### config.mk
export PLATFORM = sky130hd
export DESIGN_NAME = tetris_board_renderer
export DESIGN_NICKNAME = d
export VERILOG_FILES = /design/src/rtl/tetris_board_renderer.sv
export SDC_FILE = /design/constraint.sdc
export NUM_CORES = 1
export LEC_CHECK = 0
export BUFFER_PORTS_ARGS = -buffer_cell sky130_fd_sc_hd__buf_2
export CORE_MARGIN = 1.5
export CORE_UTILIZATION = 51
export DETAILED_ROUTE_END_ITERATION = 10
export PLACE_DENSITY = 0.75
export SETUP_SLACK_MARGIN = 0.02
export SYNTH_ARGS = -nofsm -noshare
export SYNTH_HDL_FRONTEND = slang
export SYNTH_SLANG_ARGS = --single-unit
### constraint.sdc
create_clock -name pixclk -period 6.5 [get_ports pixclk]
set_clock_uncertainty 0.05 [all_clocks]
set_input_delay 0.325 -clock pixclk [delete_from_list [all_inputs] [get_ports pixclk]]
set_output_delay 0.325 -clock pixclk [all_outputs]
set_load 0.02 [all_outputs]
### src/rtl/tetris_board_renderer.sv
// Tetris playfield renderer: 10x20 board of 3-bit colour cells, drawn with a white frame, 2-cycle latency.
// Optional build macro TETRIS_GRID_LINES_EN draws dark grey cell grid lines over the playfield.
module tetris_board_renderer #(
    parameter int BOARD_X0  = 240,
    parameter int BOARD_Y0  = 80,
    parameter int CELL_LOG2 = 4
) (
    input  logic       pixclk,
    input  logic       rst,
    input  logic [9:0] x_i,
    input  logic [9:0] y_i,
    input  logic       de_i,
    input  logic       hsync_i,
    input  logic       vsync_i,
    input  logic       wr_en,
    input  logic [7:0] wr_addr,
    input  logic [2:0] wr_data,
    output logic [7:0] red_o,
    output logic [7:0] green_o,
    output logic [7:0] blue_o,
    output logic       de_o,
    output logic       hsync_o,
    output logic       vsync_o,
    output logic       busy,
    output logic       frame_start
);
    localparam int          CELLS = 200;
    localparam logic [10:0] X_LO  = 11'(BOARD_X0);
    localparam logic [10:0] X_HI  = 11'(BOARD_X0 + (10 << CELL_LOG2));
    localparam logic [10:0] Y_LO  = 11'(BOARD_Y0);
    localparam logic [10:0] Y_HI  = 11'(BOARD_Y0 + (20 << CELL_LOG2));

    function automatic logic [23:0] palette(input logic [2:0] c);
        case (c)
            3'd0:    palette = 24'h000000;
            3'd1:    palette = 24'h00FFFF;
            3'd2:    palette = 24'hFFFF00;
            3'd3:    palette = 24'hA000F0;
            3'd4:    palette = 24'h00F000;
            3'd5:    palette = 24'hF00000;
            3'd6:    palette = 24'h0000F0;
            default: palette = 24'hF0A000;
        endcase
    endfunction

    // Post-reset board clear sweeps cells 0..199, one per cycle
    logic [7:0] clr_cnt_q, clr_cnt_d;
    logic       busy_q, busy_d;

    always_comb begin
        clr_cnt_d = clr_cnt_q;
        busy_d    = busy_q;
        if (busy_q) begin
            clr_cnt_d = clr_cnt_q + 8'd1;
            if (clr_cnt_q == 8'(CELLS - 1)) busy_d = 1'b0;
        end
    end

    always_ff @(posedge pixclk) begin
        if (rst) begin
            clr_cnt_q <= '0;
            busy_q    <= 1'b1;
        end else begin
            clr_cnt_q <= clr_cnt_d;
            busy_q    <= busy_d;
        end
    end

    assign busy = busy_q;

    // Stage 0: geometry decode of the incoming pixel
    logic [10:0] xe, ye, dx, dy;
    logic        in_x, in_y, ring_x, ring_y;
    logic        inside_d, border_d;
    logic [7:0]  rd_addr_d;

    assign xe       = {1'b0, x_i};
    assign ye       = {1'b0, y_i};
    assign dx       = xe - X_LO;
    assign dy       = ye - Y_LO;
    assign in_x     = (xe >= X_LO) && (xe < X_HI);
    assign in_y     = (ye >= Y_LO) && (ye < Y_HI);
    // +1 on the low side keeps the ring test valid when the board touches column/row 0
    assign ring_x   = (xe + 11'd1 >= X_LO) && (xe <= X_HI);
    assign ring_y   = (ye + 11'd1 >= Y_LO) && (ye <= Y_HI);
    assign inside_d = in_x && in_y;
    assign border_d = ring_x && ring_y && !inside_d;
    assign rd_addr_d = inside_d ? 8'((dy >> CELL_LOG2) * 11'd10 + (dx >> CELL_LOG2)) : 8'd0;

    // Board store: clear sweep has priority over game writes; read returns pre-write data
    logic [2:0] mem [CELLS];
    logic [2:0] rd_q;

    always_ff @(posedge pixclk) begin
        if (busy_q && !rst)
            mem[clr_cnt_q] <= 3'd0;
        else if (wr_en && !busy_q && (wr_addr < 8'(CELLS)))
            mem[wr_addr] <= wr_data;
        rd_q <= mem[rd_addr_d];
    end

    // Stage 1
    logic in_q, bd_q, bsy1_q, de1_q, hs1_q, vs1_q;
    logic grid1;

    always_ff @(posedge pixclk) begin
        if (rst) begin
            in_q   <= 1'b0;
            bd_q   <= 1'b0;
            bsy1_q <= 1'b0;
            de1_q  <= 1'b0;
            hs1_q  <= 1'b0;
            vs1_q  <= 1'b0;
        end else begin
            in_q   <= inside_d;
            bd_q   <= border_d;
            bsy1_q <= busy_q;
            de1_q  <= de_i;
            hs1_q  <= hsync_i;
            vs1_q  <= vsync_i;
        end
    end

`ifdef TETRIS_GRID_LINES_EN
    logic grid_q, grid_d;
    assign grid_d = (dx[CELL_LOG2-1:0] == '0) || (dy[CELL_LOG2-1:0] == '0);
    always_ff @(posedge pixclk) begin
        if (rst) grid_q <= 1'b0;
        else     grid_q <= grid_d;
    end
    assign grid1 = grid_q;
`else
    assign grid1 = 1'b0;
`endif

    // Stage 2: colour select
    logic [23:0] rgb_q, rgb_d;
    logic        de_q, hs_q, vs_q, fs_q, fs_d;

    always_comb begin
        rgb_d = 24'h000000;
        if (de1_q) begin
            if (in_q) begin
                if (grid1)       rgb_d = 24'h202020;
                else if (bsy1_q) rgb_d = palette(3'd0);
                else             rgb_d = palette(rd_q);
            end else if (bd_q) begin
                rgb_d = 24'hFFFFFF;
            end
        end
    end

    assign fs_d = vs1_q && !vs_q;

    always_ff @(posedge pixclk) begin
        if (rst) begin
            rgb_q <= '0;
            de_q  <= 1'b0;
            hs_q  <= 1'b0;
            vs_q  <= 1'b0;
            fs_q  <= 1'b0;
        end else begin
            rgb_q <= rgb_d;
            de_q  <= de1_q;
            hs_q  <= hs1_q;
            vs_q  <= vs1_q;
            fs_q  <= fs_d;
        end
    end

    assign red_o       = rgb_q[23:16];
    assign green_o     = rgb_q[15:8];
    assign blue_o      = rgb_q[7:0];
    assign de_o        = de_q;
    assign hsync_o     = hs_q;
    assign vsync_o     = vs_q;
    assign frame_start = fs_q;

endmodule

# Yosys cells after proc, flatten, opt, wreduce, memory -nomap -nowiden
# Memory sizes are Yosys's and may differ from the RTL's. A register that Yosys moved wholly into a read port is not among the register bits.
# Index checks and enable logic that the tools add are counted.
# totals
memories,1
input_bits,37
word_cells,71
ram_bits,600
register_bits,43
# classes
reduce_logical,18
order_cmp,9
n_bitwise,1
addsub,6
muxes,15
mul,1
eq_ne,7
# mem_list
memory,words,width,read_ports,rd_clocked_by_memory_dff,wr,line_no,text
mem,200,3,1,1,1,91,logic [2:0] mem [CELLS];
# ops
operator,n
24-bit one-hot mux with 7 select lines,1
24-bit 2-to-1 mux,3
"10-bit by 1-bit adder with 11-bit output, second input constant",2
"10-bit by 9-bit less-or-equal comparator with 1-bit output, second input constant",2
"10-bit by 9-bit less-than comparator with 1-bit output, second input constant",2
8-bit 2-to-1 mux,2
"11-bit by 7-bit greater-or-equal comparator with 1-bit output, second input constant",1
"11-bit by 8-bit greater-or-equal comparator with 1-bit output, second input constant",1
1-bit logical AND,11
"10-bit by 7-bit subtractor with 11-bit output, second input constant",1
"10-bit by 8-bit subtractor with 11-bit output, second input constant",1
"10-bit by 7-bit greater-or-equal comparator with 1-bit output, second input constant",1
"10-bit by 8-bit greater-or-equal comparator with 1-bit output, second input constant",1
"3-bit == test, second input constant",3
"8-bit by 1-bit adder with 8-bit output, second input constant",1
8-bit by 7-bit adder with 8-bit output,1
"8-bit == test, second input constant",1
"8-bit less-than comparator, second input constant",1
1-bit 2-to-1 mux,8
"7-bit by 3-bit multiplier with 7-bit output, second input constant",1
"3-bit by 2-bit == test with 1-bit output, second input constant",2
1-bit zero test,4
"3-bit by 1-bit == test with 1-bit output, second input constant",1
3-bit zero test,1
other kinds (4),4

# Logic depth before layout (Yosys ltp)
# Gate-level depths: netlist of run 1.
# logic_depth
depth_word,8
depth_mapped,19
depth_no_buf,18

# Least setup slack after synthesis of run 1
# No wires, ideal clock.
# synth_path
kind,reg2reg
start,"register busy_q, in the netlist busy"
end,memory mem[0][0] (data pin)
n_path_buf,2
path_stages_with_launch,6
period_less_slack_ns,4.722
setup_ns,0.721
path_slack_ns,1.778
required_time_ns,5.729
t_arrival_ns,3.951
path_cell_list,dfxtp_1 clkbuf_1 nor2b_1 o21a_1 clkbuf_1 and2_1
# synth_via
elab_chain_cells,8
word_cells_on_any_way,9
# synth_lines
element,line_no,text
start: declaration,48,"logic busy_q, busy_d;"
start signal: assignment,65,busy_q <= busy_d;
1-bit zero test,97,else if (wr_en && !busy_q && (wr_addr < 8'(CELLS)))
1-bit logical AND (2 in a row),97,
1-bit 2-to-1 mux,97,
1-bit 2-to-1 mux *,95,if (busy_q && !rst)
1-bit 2-to-1 mux (implied by the code) *,98,mem[wr_addr] <= wr_data;
3-bit OR reduction (no source line) *,n/a,
3-bit 2-to-1 mux (no source line) *,n/a,
end: declaration,91,
# Every way passes the cells marked *; elsewhere a longest branch is shown, timed or not.

# Worst setup path in the final report of run 1
# layout_path
start,input y_i[4]
end,"register rd_q[1], read port of mem"
# layout_via
elab_chain_cells,4
word_cells_on_any_way,8
# layout_lines
element,line_no,text
start: declaration,11,"input logic [9:0] y_i,"
10-bit by 7-bit subtractor with 11-bit output (tied with other cells),80,assign dy = ye - Y_LO;
7-bit by 3-bit multiplier with 7-bit output or 1-bit logical AND (tied branches),"88, 82",
8-bit by 7-bit adder with 8-bit output or 1-bit logical AND (tied branches),"88, 86",
8-bit 2-to-1 mux *,88,assign rd_addr_d = inside_d ? 8'((dy >> CELL_LOG2) * 11'd10 + (dx >> CELL_LOG2)) : 8'd0;
end: declaration,92,logic [2:0] rd_q;
# Marked as above.
# A chain may end at the register's enable or synchronous reset.

==> flow_summary.yaml, run 1 <==
status:
  outcome: "completed"
timing:
  rsz0062_at_grt: "no"
  setup-tns-final_ns: 0
  setup_viol: 0
  relSlewSlack_pct: 12.1
  period_minus_slack_ns: 4.98
  finalHoldViolCount: 0
  max_freq_ghz: 0.201
  tightest_slew_ns: 1.32
  slew_viol_final: 0
  post-route-period-util_pct: 76.7
power_and_ir_drop:
  peakVddDrop_v: 0.000237
  p_leak_nw: 10.5
  power.total_w: 0.00897
  power_density_nw_per_um2: 299
yosys:
  yosysMostFrequentCell: "edfxtp_1"
  synthAdderAreaFrac_pct: 1.07
  synth_area_leaders: "edfxtp_1, nor2_1, mux2i_1"
  syn_inst: 1942
  synth_top_family_by_area: "compound AO/OA/AOI/OAI gates"
  synth_compound_area_share_pct: 9.70
  synth_cell_types: 92
  synth-edff-count: 600
  synth-simple-area-share_pct: 9.61
  ys_warn_count: 0
  synth-seq-cells: 630
  synth.area.mux_share_pct: 7.41
  synthTopCellsByCount: "edfxtp_1, nor2_1, nand2_1"
  synth_async_sr_flop_share_pct: 0
  netlist_area_um2: 27200
  yosysTopAreaCell: "edfxtp_1"
  synthXorXnorAreaFrac_pct: 0.742
  synth-main-ff-cell: "edfxtp_1"
  syn-num-nets: 2001
  yosys.area.top_type_share_pct: 66.3
  avgSynthCellArea_um2: 14.0
  ys_seq_area_share_pct: 68.6
floorplanning:
  coreArea_um2: 52600
  die_w_um: 234
  boundaryPins: 66
  fp.dieH_um: 234
  initial_utilization_pct: 51.7
  rows: 84
  die-area_um2: 54600
detailed_routing:
  totalWireLength_um: 75400
  ant_nets: 0
  avgRoutedWirePerCell_um: 27.9
  firstDrtPassIters: 7
  drcViolationCount: 0
  vias_per_cell: 6.58
  vias: 17800
  drt-initial-drc-count: 2564
worst_setup_path:
  cp-endpoint: "rd_q[1]"
  setup.worst_path.start: "y_i[4]"
  reg2reg_depth: 5
  required_ns: 6.97
  path_class: "primary input to register"
  worst_r2r_endpoint: "mem[146][2]"
  cp_max_fo: 9
  crit_family: "compound AO/OA/AOI/OAI gates"
  cp.arrival_ns: 5.45
  max_stage_delay_ns: 0.71
  end_kind: "register"
  crit_cells: 19
  r2r_slack_ns: 2.92
  cp-start-kind: "primary input"
  timing.critical_path.mode_cell: "ha_1"
  cp_cell_sequence: "buf_2 -> inv_1 -> ha_1 -> nor2b_1 -> nor2b_1 -> ha_1 -> ha_1 -> fa_1 -> xor2_1 -> ha_1 -> inv_1 -> and3_1 -> a211o_1 -> a311oi_1 -> nor2_1 -> a2111oi_0 -> o32ai_1 -> nand3_1 -> o221ai_1"
  crit_buf_inv: 3
  crit_path_top_delay_cell: "a311oi_1"
  r2r-start: "busy"
cells_and_area:
  final_util_pct: 57.0
  fill_cells: 4071
  area_delta_synth_final_pct: 10.2
  fin_nets: 2027
  drive_gt1_share_pct: 14.8
clock_tree:
  cts_tree: "done"
  post_cts.repair.setup_buffers: 0
  cts_root_buffer: "clkbuf_16"
  cts.clk_slew.worst_paths_ns: 0.06
  cts_max_path_buffers: 3
  cts_buffers: 58
  htreeDepth: 2
  cts.sinks: 630
  ctsResizeCount: 0
  clk_latency_ns: 0.65
  holdBufCountCts: 3
run:
  cap_violations: 0
global_routing:
  track_usage_pct: 27.7
  grt_overflow_total: 0
  grt_pass1_wl_um: 110000
  antenna_found_initial: 1
  grt_max_degree: 88
  grt_pass1_vias: 17300
hold_path:
  holdPathStages: 2
  hold_class: "primary input to register"
place:
  dp_hpwl_um: 46300
  gp_congestion: 0.958
  numPortBuffers: 65
==> cell type report <==
cell class | count | area, um2 | share of cell area (%)
clock inverters | 46 | 539 | 1.80
multi-input cells | 1163 | 7770 | 26.0
flip-flops and latches | 630 | 18600 | 62.2
well taps | 688 | 861 | 2.88
diodes | 1 | 2.50 | 0.00836
clock buffers | 63 | 1470 | 4.91
inverters | 15 | 56.3 | 0.188
repair buffers | 100 | 617 | 2.06
==> report_power, final <==
part / leakage, nW / internal, W / switching [W] / total [W]
registers: 6.35 / 0.00439 / 0.0000310 / 0.00442
logic: 3.16 / 0.000299 / 0.000646 / 0.000945
clock network: 0.975 / 0.00205 / 0.00155 / 0.00360
==> state kept, by name, summed over array words and instances, names as in the netlist <==
signal and cells:
frame_start 1, clr_cnt_q 8, rd_q 3, busy 1, bd_q 1, hs1_q 1
rgb_q 8, bsy1_q 1, hsync_o 1, vs1_q 1, de1_q 1, vsync_o 1
in_q 1, de_o 1, mem 600
==> placed cells by master, fill, tap and decap left out, types with 31 or more instances in the layout <==
cell type,instances
nand2_1,119
clkbuf_16,58
nand3_1,40
buf_2,64
o22ai_1,52
a21oi_1,53
o21ai_0,45
mux2i_1,101
edfxtp_1,600
buf_4,31
nor2_1,292
mux2_2,43
a211oi_1,38
==> stage by stage <==
| step | hold slack [ns] | setup WS [ns] | area [um2] | std cells |
|---|---|---|---|---|
| after floorplan | 0.347 | 1.78 | 27200 | 1942 |
| after global placement | 0.347 | 1.22 | 27900 | 2593 |
| after detailed placement | 0.362 | 1.17 | 27900 | 2593 |
| after CTS | 0.00182 | 1.83 | 29900 | 2705 |
| after global routing | 0.0236 | 1.41 | 29900 | 2705 |
| final | 0.0166 | 1.52 | 29900 | 2706 |
==> layer usage <==
metal  GRT usage (%)  part of all wire (%)
met1            36.9                    37
met2            42.4                    45
met3            6.60                    12
met4            14.5                   5.8
met5               0                     0
==> cell families after synthesis <==
logic type,after synthesis
AOI/OAI and AO/OA,367
xor gates and xnor gates,23
buffers and inverters,149
adders and majority gates,22
muxes,168
DFF,630
and+or+nand+nor,583
==> worst min-delay path by stage <==
stage	slack, ns	to	startpoint
after floorplan	0.35	de1_q	rst
after global placement	0.35	frame_start	vsync_o
after detailed placement	0.36	frame_start	vsync_o
after CTS	0.002	clr_cnt_q[7]	rst
after global routing	0.02	clr_cnt_q[1]	rst
final	0.02	clr_cnt_q[1]	rst
(Power assumes the default switching activity.)
==> inputs of run 2 (changes only) <==
==> constraint.sdc (replaced) <==
create_clock -name pixclk -period 4.96 [get_ports pixclk]
set_clock_uncertainty 0.05 [all_clocks]
set_input_delay 0.248 -clock pixclk [delete_from_list [all_inputs] [get_ports pixclk]]
set_output_delay 0.248 -clock pixclk [all_outputs]
set_load 0.02 [all_outputs]
==> run 2 against run 1 <==
Critical path depth is 1 lower. Global-route usage is 0.67 points higher. Utilization is 0.27 points higher. Critical endpoint unchanged. Sequential power is 31% higher. Wire length is 1.8% higher. Clock power is 23% higher. Setup slack worse by 1.0 ns. Non-clock buffer count is 33 higher. First-iteration DRC count is 3.1% higher. Final area is 0.48% higher. Power is 28% higher. Count of clock-buffer cells in the layout is 5 higher.
==> flow_summary.yaml, run 2 (synthesis results as in run 1) <==
clock_tree:
  cts_tree: "done"
  cts.sinks: 630
  cts_root_buffer: "clkbuf_16"
  clk_latency_ns: 0.65
  cts_max_path_buffers: 3
  cts_buffers: 58
  htreeDepth: 2
  ctsResizeCount: 0
  cts.clk_slew.worst_paths_ns: 0.07
floorplanning:
  initial_utilization_pct: 51.7
  die_w_um: 234
  rows: 84
  boundaryPins: 66
  die-area_um2: 54600
  coreArea_um2: 52600
  fp.dieH_um: 234
run:
  cap_violations: 0
timing:
  holdWs_ns: 0.0324
  max_freq_ghz: 0.224
  setup-tns-final_ns: 0
  post-route-period-util_pct: 89.8
  rsz0062_at_grt: "no"
  period_minus_slack_ns: 4.46
  tightest_slew_ns: 1.32
  slew_viol_final: 0
  finalHoldViolCount: 0
  relSlewSlack_pct: 12.0
  setup_viol: 0
power_and_ir_drop:
  p_leak_nw: 10.6
  peakVddDrop_v: 0.000318
  power_density_nw_per_um2: 382
place:
  dp_hpwl_um: 47800
  gp_congestion: 0.948
  numPortBuffers: 65
detailed_routing:
  ant_nets: 0
  vias_per_cell: 6.56
  vias: 17900
  totalWireLength_um: 76700
  firstDrtPassIters: 9
  avgRoutedWirePerCell_um: 28.1
  drt-initial-drc-count: 2643
  drcViolationCount: 0
global_routing:
  grt_overflow_total: 0
  grt_max_degree: 92
  grt_pass1_vias: 17400
  grt_pass1_wl_um: 112000
  track_usage_pct: 28.3
  antenna_found_initial: 0
cells_and_area:
  area_delta_synth_final_pct: 10.8
  reg.largest.list: "mem x600, clr_cnt_q x8, rgb_q x8"
  diodes: 0
  drive_gt1_share_pct: 15.2
  fin_nets: 2060
  largest_reg_flops: 600
  final_cell_mix: "edfxtp_1, nor2_1, nand2_1"
  final_common_cell: "edfxtp_1"
  regMostFlops: "mem"
  fill_cells: 4045
  multi_input_area_um2: 7770
  seqCellArea_um2: 18600
hold_path:
  hold_class: "primary input to register"
worst_setup_path:
  required_ns: 5.43
  cp_cell_sequence: "dlygate4sd3_1 -> buf_2 -> o21ai_2 -> xor2_1 -> ha_1 -> ha_1 -> fa_1 -> xor2_1 -> ha_1 -> inv_1 -> and3_1 -> a211o_1 -> a311oi_1 -> nor2_1 -> a2111oi_0 -> o32ai_1 -> nand3_1 -> o221ai_1"
  cp-start-kind: "primary input"
  end_kind: "register"
  timing.critical_path.mode_cell: "ha_1"
  crit_path_top_delay_cell: "dlygate4sd3_1"
  cp.arrival_ns: 4.92
  cp_max_fo: 9
  path_class: "primary input to register"
  max_stage_delay_ns: 0.53
status:
  outcome: "completed"
-- run 2: layout make-up --
| cell class | count | area share [%] |
|---|---|---|
| flip-flops and latches | 630 | 61.9 |
| multi-input cells | 1163 | 25.8 |
| clock buffers | 68 | 4.95 |
| repair buffers | 133 | 3.08 |
| well taps | 688 | 2.86 |
| clock inverters | 37 | 1.18 |
| inverters | 15 | 0.187 |
-- run 2: path summary, 6_finish.rpt --
kind | from | to | slack, ns | depth (start not counted)
worst max-delay path | y_i[6] | rd_q[1] | 0.50 | 18
worst min-delay path | x_i[9] | bd_q | 0.03 | 3
worst max register to register | busy | mem[163][2] | 1.48 | 6
worst min register to register | vsync_o | frame_start | 0.38 | 1
-- run 2: per-layer routing --
metal	vias to the layer above	global-route usage (%)	part of all wire [%]
met1	8767	37.4	37
met4	0	14.5	5.6
li1	7603	-	-
met5	-	0	0
met3	261	8.04	13
met2	1295	43.0	45
-- run 2: through the flow --
stage                     total power, W  setup WS [ns]  cell area, um2  std cells  util (%)
after floorplan                  0.00666          0.238           27200       1942         -
after global placement           0.00711          0.423           28200       2621      53.6
after detailed placement         0.00712          0.296           28200       2621      53.6
after CTS                         0.0114          0.587           30100       2734      57.2
after global routing              0.0117          0.180           30100       2734      57.2
final                             0.0115          0.505           30100       2734      57.2
-- run 2: what timing repair did --
action | 4_1_cts | 5_1_grt
setup buffers | 0 | 0
endpoints found under the hold margin | 14 | 0
setup endpoints to repair | 0 | 0
hold buffers | 8 | 0
-- run 2: worst max-delay path: cells and delay by family --
| kind | cells | cell delay, ns |
|---|---|---|
| fa+ha+maj | 4 | 1.23 |
| simple gates | 3 | 0.61 |
| xor+xnor | 2 | 0.42 |
| compound gates | 6 | 1.62 |
| buf+inv | 3 | 0.78 |
-- run 2: report_power, final --
group | leakage (nW) | internal, W | switching (W)
logic | 3.33 | 0.000426 | 0.000855
clock network | 0.887 | 0.00246 | 0.00197
registers | 6.35 | 0.00575 | 0.0000434
total | 10.6 | 0.00863 | 0.00287
